$ cat config.mk
export PLATFORM = sky130hd
export DESIGN_NAME = stg_dump_reader
export DESIGN_NICKNAME = d
export VERILOG_FILES = /design/src/rtl/stg_dump_reader.sv
export SDC_FILE = /design/constraint.sdc
export NUM_CORES = 1
export LEC_CHECK = 0
export CORE_ASPECT_RATIO = 0.5
export CORE_MARGIN = 1.5
export CORE_UTILIZATION = 42
export CTS_CLUSTER_DIAMETER = 80
export DETAILED_ROUTE_END_ITERATION = 8
export GPL_TIMING_DRIVEN = 0
export PLACE_DENSITY = 0.79
export SYNTH_ARGS = -nofsm -noshare
export SYNTH_HDL_FRONTEND = slang
export SYNTH_SLANG_ARGS = --single-unit
export TNS_END_PERCENT = 100
$ cat constraint.sdc
create_clock -name CL -period 5.8 [get_ports CL]
set_clock_uncertainty 0.15 [all_clocks]
set_input_delay 0.87 -clock CL [delete_from_list [all_inputs] [get_ports CL]]
set_output_delay 0.87 -clock CL [all_outputs]
set_load 0.005 [all_outputs]
$ cat src/rtl/stg_dump_reader.sv
// Sequential storage dump reader: walks an inclusive, wrapping address range,
// fetches each word over a req/ack port, streams it out over valid/ready and
// keeps a 36-bit end-around-carry checksum of everything fetched.
module stg_dump_reader #(
  parameter int unsigned ADDR_W = 15,
  parameter int unsigned DATA_W = 36
) (
  input  logic              CL,
  input  logic              RESET,
  input  logic              START,
  input  logic              ABORT,
  input  logic [ADDR_W-1:0] FIRST_ADDR,
  input  logic [ADDR_W-1:0] LAST_ADDR,
  output logic              MEM_REQ,
  output logic [ADDR_W-1:0] MEM_ADDR,
  input  logic              MEM_ACK,
  input  logic [DATA_W-1:0] MEM_DATA,
  output logic              OUT_VALID,
  input  logic              OUT_READY,
  output logic [DATA_W-1:0] OUT_WORD,
  output logic [ADDR_W-1:0] OUT_ADDR,
  output logic              BUSY,
  output logic              DONE,
  output logic [DATA_W-1:0] CHECKSUM
);

  typedef enum logic [1:0] {
    S_IDLE,
    S_READ,
    S_PRESENT,
    S_FINISH
  } state_t;

  state_t            state_q, state_d;
  logic [ADDR_W-1:0] addr_q, addr_d;
  logic [ADDR_W-1:0] last_q, last_d;
  logic [ADDR_W-1:0] out_addr_q, out_addr_d;
  logic [DATA_W-1:0] out_word_q, out_word_d;
  logic [DATA_W-1:0] checksum_q, checksum_d;
  logic [DATA_W:0]   raw_sum;
  logic [DATA_W-1:0] eac_sum;

  // State and datapath registers; reset clears everything asynchronously
  always_ff @(posedge CL or posedge RESET) begin
    if (RESET) begin
      state_q    <= S_IDLE;
      addr_q     <= '0;
      last_q     <= '0;
      out_addr_q <= '0;
      out_word_q <= '0;
      checksum_q <= '0;
    end else begin
      state_q    <= state_d;
      addr_q     <= addr_d;
      last_q     <= last_d;
      out_addr_q <= out_addr_d;
      out_word_q <= out_word_d;
      checksum_q <= checksum_d;
    end
  end

  // Next-state logic; ABORT outranks MEM_ACK and OUT_READY
  always_comb begin
    state_d = state_q;
    unique case (state_q)
      S_IDLE: begin
        if (START) state_d = S_READ;
      end
      S_READ: begin
        if (ABORT)        state_d = S_FINISH;
        else if (MEM_ACK) state_d = S_PRESENT;
      end
      S_PRESENT: begin
        if (ABORT)          state_d = S_FINISH;
        else if (OUT_READY) state_d = (addr_q == last_q) ? S_FINISH : S_READ;
      end
      S_FINISH: begin
        state_d = S_IDLE;
      end
      default: state_d = S_IDLE;
    endcase
  end

  // Ones'-complement add: the carry out of the top bit wraps back into bit 0.
  // With both operands below 2^DATA_W the re-add can never carry again.
  always_comb begin
    raw_sum = {1'b0, checksum_q} + {1'b0, MEM_DATA};
    eac_sum = raw_sum[DATA_W-1:0] + {{(DATA_W-1){1'b0}}, raw_sum[DATA_W]};
  end

  // Datapath updates: capture range on START, latch word and sum on ACK,
  // advance the wrapping address counter on acceptance
  always_comb begin
    addr_d     = addr_q;
    last_d     = last_q;
    out_addr_d = out_addr_q;
    out_word_d = out_word_q;
    checksum_d = checksum_q;
    unique case (state_q)
      S_IDLE: begin
        if (START) begin
          addr_d     = FIRST_ADDR;
          last_d     = LAST_ADDR;
          checksum_d = '0;
        end
      end
      S_READ: begin
        if (!ABORT && MEM_ACK) begin
          out_word_d = MEM_DATA;
          out_addr_d = addr_q;
          checksum_d = eac_sum;
        end
      end
      S_PRESENT: begin
        if (!ABORT && OUT_READY && (addr_q != last_q)) begin
          addr_d = addr_q + ADDR_W'(1);
        end
      end
      default: ;
    endcase
  end

  // Moore outputs decoded from state
  always_comb begin
    MEM_REQ   = (state_q == S_READ);
    MEM_ADDR  = addr_q;
    OUT_VALID = (state_q == S_PRESENT);
    OUT_WORD  = out_word_q;
    OUT_ADDR  = out_addr_q;
    BUSY      = (state_q != S_IDLE);
    DONE      = (state_q == S_FINISH);
    CHECKSUM  = checksum_q;
  end

endmodule

# == Yosys cells after proc, flatten, opt, wreduce, memory -nomap -nowiden ==
# Index checks and enable logic that the tools add are counted.
# op_classes
mux,13
addsub,3
reduce_logical,13
eq_ne,10
# ops
operator,count
$mux W36,2
$pmux W36 S2,1
$add A36 B36 Y37,1
$add A36 B1 Y36,1
$mux W15,2
$pmux W15 S2,1
$add A15 B1 Y15 const B,1
$eq A15 B15 Y1,1
$ne A15 B15 Y1,1
$mux W2,6
$reduce_and A3 Y1,3
$pmux W2 S4,1
$ne A3 B2 Y1 const B,2
$reduce_bool A2 Y1,3
$eq A2 B2 Y1 const B,2
$ne A2 B1 Y1 const B,2
$reduce_and A2 Y1,2
$logic_and A1 B1 Y1,3
$eq A2 B1 Y1 const B,1
$logic_not A2 Y1,1
$ne A2 B2 Y1 const B,1
$logic_not A1 Y1,1
# word_totals
out_inout_bits,106
elab_cells,45
input_bits,72
ff_bits,119

# == Logic depth before layout (Yosys ltp) ==
# Gate-level depths: netlist of the first run.
# logic_depth
ltp_word,5
mapped_depth,21

# == Worst setup path before layout of the first run ==
# OpenSTA, ideal clock, no wires.
# synth_path
path_kind,in2reg
start,input port MEM_DATA[15]
end,"register checksum_q[34], in the netlist CHECKSUM[34]"
setup_ns,0.126
arrival_ns,4.466
path_slack_ns,1.058
cell_stages,20
n_path_buf,1
cell_sequence,ha_1 buf_2 nand4_1 nor4_2 nand3_1 a31oi_1 o21a_1 o21ai_0 a21oi_1 o21ai_0 nand2b_1 ha_1 ha_1 and2_1 and2_1 nand4_1 nand3b_1 nor3_1 a31oi_1 a221o_1
# synth_via
elab_chain_len,4
# synth_rtl
element,line_no,rtl
"start, declared",17,"input logic [DATA_W-1:0] MEM_DATA,"
$add A36 B36 Y37,87,"raw_sum = {1'b0, checksum_q} + {1'b0, MEM_DATA};"
$add A36 B1 Y36,88,"eac_sum = raw_sum[DATA_W-1:0] + {{(DATA_W-1){1'b0}}, raw_sum[DATA_W]};"
$mux W36,108,if (!ABORT && MEM_ACK) begin
$pmux W36 S2,99,unique case (state_q)
"end signal, assigned",58,checksum_q <= checksum_d;
"end, declared",39,"logic [DATA_W-1:0] checksum_q, checksum_d;"
# No other way between the ends. The select of a mux whose other input is x is not followed.
# A chain may end at the register's enable or synchronous reset.

# == Worst setup path in the final report of the first run ==
# layout_path
start,input port MEM_DATA[11]
end,"register checksum_q[34], in the netlist CHECKSUM[34]"
# Same word-level chain as after synthesis.

==> results, run 1 <==
- At the worst endpoint, the required time is 5.96 ns.
- The number of synthesized flops with an enable pin is 0.
- The met3 wire length is 1655 um.
- The run finished with clean final reports.
- In this run, placement finished with an instance count of 1,436.
- Setup violations remaining at the end of the flow were counted as 0.
- The cell repeated most along the worst path is sky130_fd_sc_hd__o21ai_0.
- The initial antenna violation count came to 0.
- The cell type group with the largest total delay on the critical path is compound AO/OA/AOI/OAI gates.
- The synthesized design contains 119 register bits.
- The synthesized net count is 1,111.
- In this run the worst hold path is classified as flop to flop.
- Clock-pin slew was measured on the worst setup and hold paths at 0.06 ns.
- The final worst-path setup slack is 0.2261 ns.
- Of the total power, the clock network draws 19.1%.
- The worst IR drop on VDD is 267.4 uV.
- The source of the worst register-to-register timing path is CHECKSUM[11]$_DFFE_PP0P_.
- The number of rows created at floorplan is 35.
- After layout, the design draws a total of 5.746 mW.
- The number of vias after detailed routing is 8,187.
- The vertical die dimension is 101.9 um.
- The maximum achievable frequency is 0.1794 GHz.
- The non-filler instance count after layout is 1,470.
- The detailed router's first-iteration violation count is 605.
- The count of filler cells inserted in the layout is 1,677.
- Of the total power, the share spent switching nets is 42.51%.
- After detailed routing, the number of vias per cell comes to 5.569.
- The top routing layer in use is met4.
- The cell area after technology mapping is 8214 um^2.
- The number of slew-limit violations in the final report was 0.
- By area the synthesized netlist is led by sky130_fd_sc_hd__dfrtp_1 36%, sky130_fd_sc_hd__nand2_1 12%, sky130_fd_sc_hd__ha_1 5.9%, sky130_fd_sc_hd__o21ai_0 4.4%, sky130_fd_sc_hd__a21oi_1 3.6%.
- The worst relative slew slack is 43.11%.
- The count of inserted antenna diode cells is 0.
- The tool flagged a number of max-cap violations equal to 0.
- Final hold analysis gives a worst-case slack of 0.3241 ns.
- The first-pass iteration count of the detailed router is 5.
- The quantity of hold-fixing buffers added after cts is 0.
- The hold violation count in the final report came to 0.
- The first global-routing pass estimated 40,870 um of wire.
- For this design, the sink count on the clock tree is 119.
- The total CTS buffers is 17.
- In the layout the commonest cells are 253 x sky130_fd_sc_hd__nand2_1, 177 x sky130_fd_sc_hd__clkdlybuf4s50_1, 119 x sky130_fd_sc_hd__dfrtp_1, 72 x sky130_fd_sc_hd__o21ai_0, 59 x sky130_fd_sc_hd__a21oi_1.
- Wire segments on met2 add up to 11,650 um in the final route.
- The wire-length estimate of the detail-placed layout is 19,540 um.
- The final-layout setup total negative slack is 0 ns.
- The routed design has 25,880 um of wire.
- The final net count is 1,310.
- The total routed wire length on the met1 layer is 12,170 um.
- For this run, design rule violations remaining after detail routing come to 0.
- The post-route netlist has 8.753% of its cells at a drive strength greater than 1.
- The critical path in this run is classified as input pin to flop.
- Of all nets on the critical path, the largest fanout is 9.
- The final RePlAce weighted congestion is 0.9334.
- The total power divided by cell area is 521.8 nW/um^2.
- In the synthesized netlist the dominant register cell turns out to be sky130_fd_sc_hd__dfrtp_1.
- The worst path uses 96.10% of the clock period.
- Together, buffers and inverters on the worst path number 3.
- The combinational share of power is 54.4%.
- The final design instance area without fill is 11,010 um^2.
- The peak per-stage delay on the critical path is 0.44 ns.
- The fraction of registers with async set or reset after synthesis is 100.0%.
- Compared with the post-synthesis result, the final layout area differs by 34.06%.
- The count of nets left with antenna violations once routing finished came out at 0.
- The share of the core filled with cells is 58.61%.
- The critical path goes through clkdlybuf4s50_1, ha_1, buf_2, a21oi_1, o21ai_0, a41o_1, o21ai_0, a31oi_2, o21a_1, o21ai_0, a21oi_1, o21ai_0, nand2b_1, ha_1, ha_1, and2_1, and2_1, nand4_1, nand3b_1, buf_4, nor3_4, and3_1, a221o_1.
- The part of the power in registers is 26.6%.
- In this run the standard cell core region covers 18,790 um^2.
- The data arrival time of the critical path is 5.73 ns.
- The total routing usage reported by global routing is 25.15%.
- The launching instance or port of the critical path is MEM_DATA[11].
- The setup slack at placement is -0.5664 ns.
- The initial cell density of the core is 43.72%.
- The most common cell after layout, fill and taps aside is sky130_fd_sc_hd__nand2_1.
- The number of top-level pins is 178.
- The count of mapped cells out of synthesis is 999.
- The library cell occupying the most area in the post-synthesis netlist is sky130_fd_sc_hd__dfrtp_1.
- On the critical path, the stage with the largest delay is an instance of sky130_fd_sc_hd__clkdlybuf4s50_1.
- Clock tree synthesis selected as its root buffer the cell sky130_fd_sc_hd__clkbuf_16.
- Synthesis instantiated 88 different standard cells from the library.
- In this run the cell area measured after placement is 10,340 um^2.
- The count of port buffers added during placement is 177.
- For the pin with the worst max-slew slack, the measured transition is 0.8502 ns.
- The average instance area after synthesis is 8.222 um^2.
- The clock tree buffer depth is 2.
- The total leakage power is 4.746 nW.
- The die extent in x is 200.8 um.
- During synthesis, Yosys emitted a total of 0 warnings.
- Sequential cells were found to cover 36.25% of the synthesized design area.
- In the final routed layout, each cell accounts on average for 17.61 um.
- The share of Yosys cell area claimed by the top area cell type is 36.25%.
- TritonCTS built the clock tree.
- The die covers 20,460 um^2.
- In this run the power spent charging and discharging nets is 2.443 mW.
- The hold path startpoint is OUT_WORD[24]$_DFFE_PP0P_.
- The number of global-route vias before repair is 7,874.
- The clock network latency to the later pin of the worst-skew pair is 0.43 ns.
- The worst setup path is captured at a flop.
- The remaining global-route overflow is 0.
- For the finished layout, the period the worst path requires is 5.574 ns.
- The number of levels in the clock H-tree is 4.
- Internal power comes to 3.303 mW.
- The maximum number of pins on one net before global-route repair is 74.
- STA classifies the critical path startpoint as an input pin.
-- metal layers --
layer	up-vias	global-route usage (%)
li1	3962	-
met1	3893	33.79
met2	295	41.51
met3	37	5.612
met4	0	6.767
met5	-	0
-- worst reg2reg max path, stage by stage, from the launching register on --
cell and delay (ns):
sky130_fd_sc_hd__dfrtp_1 0.41, sky130_fd_sc_hd__ha_1 0.27, sky130_fd_sc_hd__buf_2 0.18, sky130_fd_sc_hd__a21oi_1 0.37
sky130_fd_sc_hd__o21ai_0 0.21, sky130_fd_sc_hd__a41o_1 0.29, sky130_fd_sc_hd__o21ai_0 0.31, sky130_fd_sc_hd__a31oi_2 0.18
sky130_fd_sc_hd__o21a_1 0.25, sky130_fd_sc_hd__o21ai_0 0.15, sky130_fd_sc_hd__a21oi_1 0.08, sky130_fd_sc_hd__o21ai_0 0.15
sky130_fd_sc_hd__nand2b_1 0.08, sky130_fd_sc_hd__ha_1 0.22, sky130_fd_sc_hd__ha_1 0.22, sky130_fd_sc_hd__and2_1 0.22
sky130_fd_sc_hd__and2_1 0.20, sky130_fd_sc_hd__nand4_1 0.17, sky130_fd_sc_hd__nand3b_1 0.17, sky130_fd_sc_hd__buf_4 0.17
sky130_fd_sc_hd__nor3_4 0.06, sky130_fd_sc_hd__and3_1 0.16, sky130_fd_sc_hd__a221o_1 0.29
-- final timing paths --
path | to | slack, ns | cells past startpoint
setup / recovery | CHECKSUM[34]$_DFFE_PP0P_ | 0.23 | 23
hold / removal | OUT_WORD[24]$_DFFE_PP0P_ | 0.32 | 2
setup reg to reg | CHECKSUM[34]$_DFFE_PP0P_ | 0.72 | 22
hold reg to reg | OUT_WORD[24]$_DFFE_PP0P_ | 0.32 | 2
max in group asynchronous | OUT_WORD[25]$_DFFE_PP0P_ | 4.09 | 3
min in group asynchronous | OUT_WORD[3]$_DFFE_PP0P_ | 0.69 | 2
-- cells by family (layout without fill, tap and decap cells) --
family                     after synthesis  in the layout  synth area share [%]
xor gates and xnor gates                62             62                 6.794
muxes                                   16             16                 2.193
DFF                                    119            119                 36.25
buffers and inverters                   64            276                 3.245
and+or+nand+nor                        451            451                 25.68
adders and majority gates               40             40                 6.184
AOI/OAI and AO/OA                      247            247                 19.65
-- final cells by class --
| class | instances | area [um^2] | area share, % |
|---|---|---|---|
| Clock inverter | 15 | 166.4 | 1.511 |
| Inverter | 15 | 61.31 | 0.5568 |
| Tap cell | 259 | 324.1 | 2.943 |
| Buffer | 48 | 206.4 | 1.875 |
| Clock buffer | 17 | 425.4 | 3.863 |
| Multi-Input combinational cell | 816 | 5029 | 45.67 |
| Sequential cell | 119 | 2978 | 27.04 |
| Timing Repair Buffer | 181 | 1822 | 16.54 |
-- synthesized netlist by cell type, drive strengths merged (3+ instances only) --
master   count
o21bai       4
clkbuf      32
and2        10
a211oi      12
or2          6
o22ai       12
a211o        3
and3        14
nand4b       4
inv         14
o211ai       9
nor2        55
xor2        34
buf         17
ha          39
and4         4
o2111ai      5
nand3       28
a21o         8
a21oi       61
a31oi       10
a31o         4
nand4       17
and4b        3
nor3        20
o21a         8
nor2b        6
o21ai       81
nand3b       3
nor4        12
nand2b       5
a22o         3
mux2        16
nand2      254
dfrtp      119
xnor2       28
-- repair_timing --
item | 4_1_cts | 5_1_grt
setup endpoints to repair | 2 | 9
pin swaps | 0 | 1
setup buffers | 0 | 3
endpoints found under the hold margin | 0 | 0
gates resized for setup | 3 | 6
-- power by group through the flow --
stage / logic, mW / clock network (mW) / registers [mW]
5_1_grt: 3.43 / 1.15 / 1.58
6_report: 3.12 / 1.10 / 1.53
3_5_place_dp: 3.05 / 0 / 1.54
2_1_floorplan: 1.84 / 0 / 1.49
3_3_place_gp: 2.99 / 0 / 1.52
4_1_cts: 3.09 / 1.11 / 1.53
-- flip-flops by register name (all words and copies together) (netlist names) --
signal / count
CHECKSUM: 36
OUT_WORD: 36
MEM_ADDR: 15
OUT_ADDR: 15
last_q: 15
state_q: 2
(Power assumes the default switching activity.)
==> run 2, diff against run 1 <==
ABC_AREA = 0   (was not set)
==> results of run 2 <==
Same layout as run 1: the final DEF is identical, and so are final timing and power.
==> RTL change 1, RTL diff (config.mk and constraints of run 2) <==
`DATA_W`: 36 -> 18.
--- a/src/rtl/stg_dump_reader.sv
+++ b/src/rtl/stg_dump_reader.sv
@@ -5,3 +5,3 @@
   parameter int unsigned ADDR_W = 15,
-  parameter int unsigned DATA_W = 36
+  parameter int unsigned DATA_W = 18
 ) (
Ports: changed (resized CHECKSUM, MEM_DATA and OUT_WORD); port bits go from 178 to 124. The function was not compared with the original's and may differ.
==> RTL change 1 against run 2 <==
Synthesized area decreased by 39%. Total power down 35%. Routed wire length fell by 51%. Worst setup slack improved by 0.32 ns. Sequential cell count is 36 lower. Via count fell by 48%. Cell area fell by 38%. Sequential share of layout area increased by 3.6 points. Highest routed layer unchanged.
==> RTL change 1: results (changes against run 2) <==
[cts]
cts_buffer_depth=2  ; unchanged
h-tree-depth=3  ; was 4
cts.repair.resized=0  ; was 3
clkLatencyLatePin_ns=0.34  ; was 0.43 ns
numCtsBuffers=9  ; was 17
clk_pin_slew_ns=0.06  ; about the same

[setup_path]
cpPeakStageDelay_ns=0.49  ; was 0.44 ns
worst_ep_arrival_time_ns=5.33  ; was 5.73 ns
path_max_fanout=4  ; was 9
crit_path_top_delay_cell=clkdlybuf4s50_1  ; unchanged

[place]
hpwl_mm=9.408  ; was 19.54 mm
gp_congestion=0.9176  ; was 0.9334
place_ws_ns=0.2546  ; was -0.5664 ns
post_dp_cell_area_um2=6450  ; was 10340 um2
port_buffers=123  ; was 177
post-place-cells=772  ; was 1436

[power]
p_leak_nw=2.787  ; was 4.746 nW
pg_comb_mw=1.97  ; was 3.12 mW
p_sw_mw=1.401  ; was 2.443 mW
p_clk_mw=0.638  ; was 1.10 mW
finalPower_mw=3.709  ; was 5.746 mW
irDropWorstVdd_v=0.0002236  ; was 0.0002674 V

[synth]
synth_cell_types=69  ; was 88
ys_async_sr_fraction_pct=100.0  ; unchanged
syn_avg_cell_area_um2=10.20  ; was 8.222 um2
synth_common_cells=83 x dfrtp_1, 48 x mux2_2, 36 x a21oi_1  ; was 253 x nand2_1, 119 x dfrtp_1, 72 x o21ai_0
synth_area_leaders=dfrtp_1 42%, mux2_2 11%, ha_1 5.3%  ; was dfrtp_1 36%, nand2_1 12%, ha_1 5.9%
synth-seq-area-share_pct=41.62  ; was 36.25%
synth_nets=565  ; was 1111

[finish]
n_antenna_cell=0  ; unchanged
fin_nets=700  ; was 1310
layout-drive-gt1-share_pct=13.83  ; was 8.753%
stdcell_count=788  ; was 1470

[timing]
fin_setup_tns_ns=0  ; unchanged
slew_headroom_pct=39.84  ; was 43.11%

[global_route]
grt_pass1_vias=4071  ; was 7874
grt_pass1_wl_mm=20.36  ; was 40.87 mm
antenna_found_initial=0  ; unchanged
grt_usage_pct=20.97  ; was 25.15%
grt_max_degree=56  ; was 74

[drt]
vias=4285  ; was 8187
first_iter_violations=178  ; was 605
routed_wl_mm=12.78  ; was 25.88 mm

[outcome]
outcome=completed  ; unchanged

[worst_hold_path]
min_path_type=reg -> reg  ; unchanged

==> RTL change 1: metal layers <==
metal | GRT usage, % | vias up | share of wire, %
li1 | - | 2055 | -
met1 | 27.42 | 2085 | 46
met2 | 35.00 | 133 | 47
met3 | 4.749 | 12 | 5.7
met4 | 6.132 | 0 | 1.3
met5 | 0 | - | 0
==> RTL change 1: path summary, 6_finish.rpt <==
check / cells past startpoint / start / slack (ns) / to
setup / recovery: 20 / MEM_DATA[0] / 0.55 / CHECKSUM[16]$_DFFE_PP0P_
hold / removal: 1 / OUT_WORD[2]$_DFFE_PP0P_ / 0.36 / OUT_WORD[2]$_DFFE_PP0P_
setup reg to reg: 19 / CHECKSUM[0]$_DFFE_PP0P_ / 1.18 / CHECKSUM[16]$_DFFE_PP0P_
hold reg to reg: 1 / OUT_WORD[2]$_DFFE_PP0P_ / 0.36 / OUT_WORD[2]$_DFFE_PP0P_
max in group asynchronous: 3 / RESET / 4.17 / OUT_ADDR[2]$_DFFE_PP0P_
min in group asynchronous: 2 / RESET / 0.73 / OUT_WORD[0]$_DFFE_PP0P_
==> RTL change 1: logic make-up after synthesis <==
family,after synthesis,synth area share (%)
AOI/OAI and AO/OA,118,16.30
xor gates and xnor gates,41,7.197
adders and majority gates,22,5.667
buffers and inverters,38,3.059
DFF,83,41.62
muxes,48,10.83
and+or+nand+nor,139,15.32
==> RTL change 1: final cells by class <==
cell class              count  area [um2]
plain buffers              23       96.34
clock inverters             7       103.9
flip-flops and latches     83        2077
repair buffers            124        1259
clock buffers               9       225.2
inverters                  15       58.81
well taps                 159       198.9
fillers                   970        4504
multi-input cells         368        2760
==> RTL change 2, RTL diff (config.mk and constraints of run 2) <==
Made on the original files. Make the reset (`RESET`) synchronous in one clocked block. Comments in the files are not updated.
--- a/src/rtl/stg_dump_reader.sv
+++ b/src/rtl/stg_dump_reader.sv
@@ -43,3 +43,3 @@
   // State and datapath registers; reset clears everything asynchronously
-  always_ff @(posedge CL or posedge RESET) begin
+  always_ff @(posedge CL) begin
     if (RESET) begin
Behaviour: differs if RESET is asserted again (counterexample within 4 cycles, from zero or initial values and one cycle with RESET high); with RESET held inactive, the same outputs for 4 cycles.
==> RTL change 2 against run 2 <==
The flow now finishes with violations (DRC). Cell area shrank 5.9%. Sequential share of layout area down 4.1 points. Global-route usage increased by 4.0 points. Sequential cell count did not move. Count of clock-buffer cells in the layout up 1. Synthesized area shrank 7.3%. Core utilization grew 0.38 points. Worst setup slack lost 0.033 ns. Critical endpoint is now CHECKSUM[32]$_SDFFE_PP0P_. Worst hold slack got worse by 0.021 ns. Critical path depth unchanged. Routed wire length up 7.9%.
Power is not compared: it rests on default switching activity, and its combinational part moved more than twofold at a synthesized area within 25%.
==> RTL change 2: results (changes against run 2) <==
[setup_path]
r2r_start=CHECKSUM[26]$_SDFFE_PP0P_  ; was CHECKSUM[11]$_DFFE_PP0P_
reg2reg_depth=22  ; unchanged
crit_end=CHECKSUM[32]$_SDFFE_PP0P_  ; was CHECKSUM[34]$_DFFE_PP0P_
worst_ep_arrival_time_ns=5.82  ; was 5.73 ns
r2r_slack_ns=0.77  ; was 0.72 ns
crit_family=simple AND/OR/NAND/NOR gates  ; was compound AO/OA/AOI/OAI gates
crit_start=MEM_DATA[26]  ; was MEM_DATA[11]

[global_route]
grt_max_degree=17  ; was 74
grt_use_met1_pct=40.01  ; was 33.79%
use_met2_pct=48.16  ; was 41.51%
grt_pass1_wl_mm=44.00  ; was 40.87 mm
grtUsageMet3_pct=4.767  ; was 5.612%
grt_usage_pct=29.16  ; was 25.15%

[floorplanning]
tap_cells=234  ; was 259

[finish]
multi_input_gates=814  ; was 816
multi_input_area_share_pct=47.86  ; was 45.67%
nonClkBufAreaFrac_pct=20.07  ; was 18.42%
inverters=12  ; was 15
n_antenna_cell=0  ; unchanged
nFillCells=1628  ; was 1677
fin_nets=1320  ; was 1310
clock_area_share_pct=5.818  ; was 5.374%
layout-drive-gt1-share_pct=5.979  ; was 8.753%
finalInstanceArea_um2=10360  ; was 11010 um2
nClkBuffers=18  ; was 17

[synth]
synth_common_cells=212 x nand2_1, 122 x a21oi_1, 119 x dfxtp_1  ; was 253 x nand2_1, 119 x dfrtp_1, 72 x o21ai_0
synth_nets=1119  ; was 1111
synthMuxAreaShare_pct=0.3944  ; was 2.193%
synth_cell_types=77  ; was 88
synth_area_leaders=dfxtp_1 31%, nand2_1 10%, a21oi_1 8.0%  ; was dfrtp_1 36%, nand2_1 12%, ha_1 5.9%
synth-seq-area-share_pct=31.29  ; was 36.25%
ys.flop_type=dfxtp_1  ; was dfrtp_1
synthAdderAreaFrac_pct=6.672  ; was 6.184%
ys_async_sr_fraction_pct=0  ; was 100.0%

[drt]
route.detailed.drc=11  ; was 0
routedWlPerCell_um=19.19  ; was 17.61 um
route.met3.wl_mm=1.997  ; was 1.655 mm
vias_per_cell=5.893  ; was 5.569
detail_route.first_pass.iterations=7  ; was 5
m1WireLength_mm=12.78  ; was 12.17 mm
route.met2.wl_mm=12.78  ; was 11.65 mm
first_iter_violations=799  ; was 605

[worst_hold_path]
hold_path_end=OUT_ADDR[10]$_SDFFE_PP0P_  ; was OUT_WORD[24]$_DFFE_PP0P_
min-delay-start=OUT_ADDR[10]$_SDFFE_PP0P_  ; was OUT_WORD[24]$_DFFE_PP0P_

[place]
post_dp_cell_area_um2=9668  ; was 10340 um2
post-place-cells=1417  ; was 1436
port_buffers=176  ; was 177
place_ws_ns=-1.144  ; was -0.5664 ns
hpwl_mm=21.42  ; was 19.54 mm
gp_congestion=0.9515  ; was 0.9334

[timing]
slew_headroom_pct=41.97  ; was 43.11%
hold_slack_ns=0.3033  ; was 0.3241 ns

[outcome]
violations=DRC
outcome=complete, but fails checks  ; was completed

[power]
p_leak_nw=3.817

## RTL change 2: cell count changes in the layout (fill, tap and decap cells not counted), sizes merged, moves of 9 or more
cell,delta
dfrtp,-119
dfxtp,+119
a21oi,+62
nand2,-41
o21ai,-35
a22oi,+19
clkbuf,+17
mux2,-16
xnor2,+9
## RTL change 2: power groups by stage
stage	combinational [mW]	clock (mW)	sequential [mW]
after detailed placement	0.485	0	0.905
after global placement	0.478	0	0.903
after floorplan	0.282	0	0.897
after CTS	0.491	1.10	0.887
final	0.501	1.10	0.887
after global routing	0.544	1.14	0.892
## RTL change 2: worst reg2reg max path: cells and delay by family (launching register included)
kind	cells	cell delay (ns)
AOI/OAI and AO/OA	8	1.51
adders and majority gates	3	0.63
buffers and inverters	3	0.77
DFF	1	0.33
and+or+nand+nor	8	1.57
## RTL change 2: timing repair
item	4_1_cts	5_1_grt
setup buffers	9	2
resized for setup	3	4
pin swaps	5	1
setup endpoints to repair	17	13
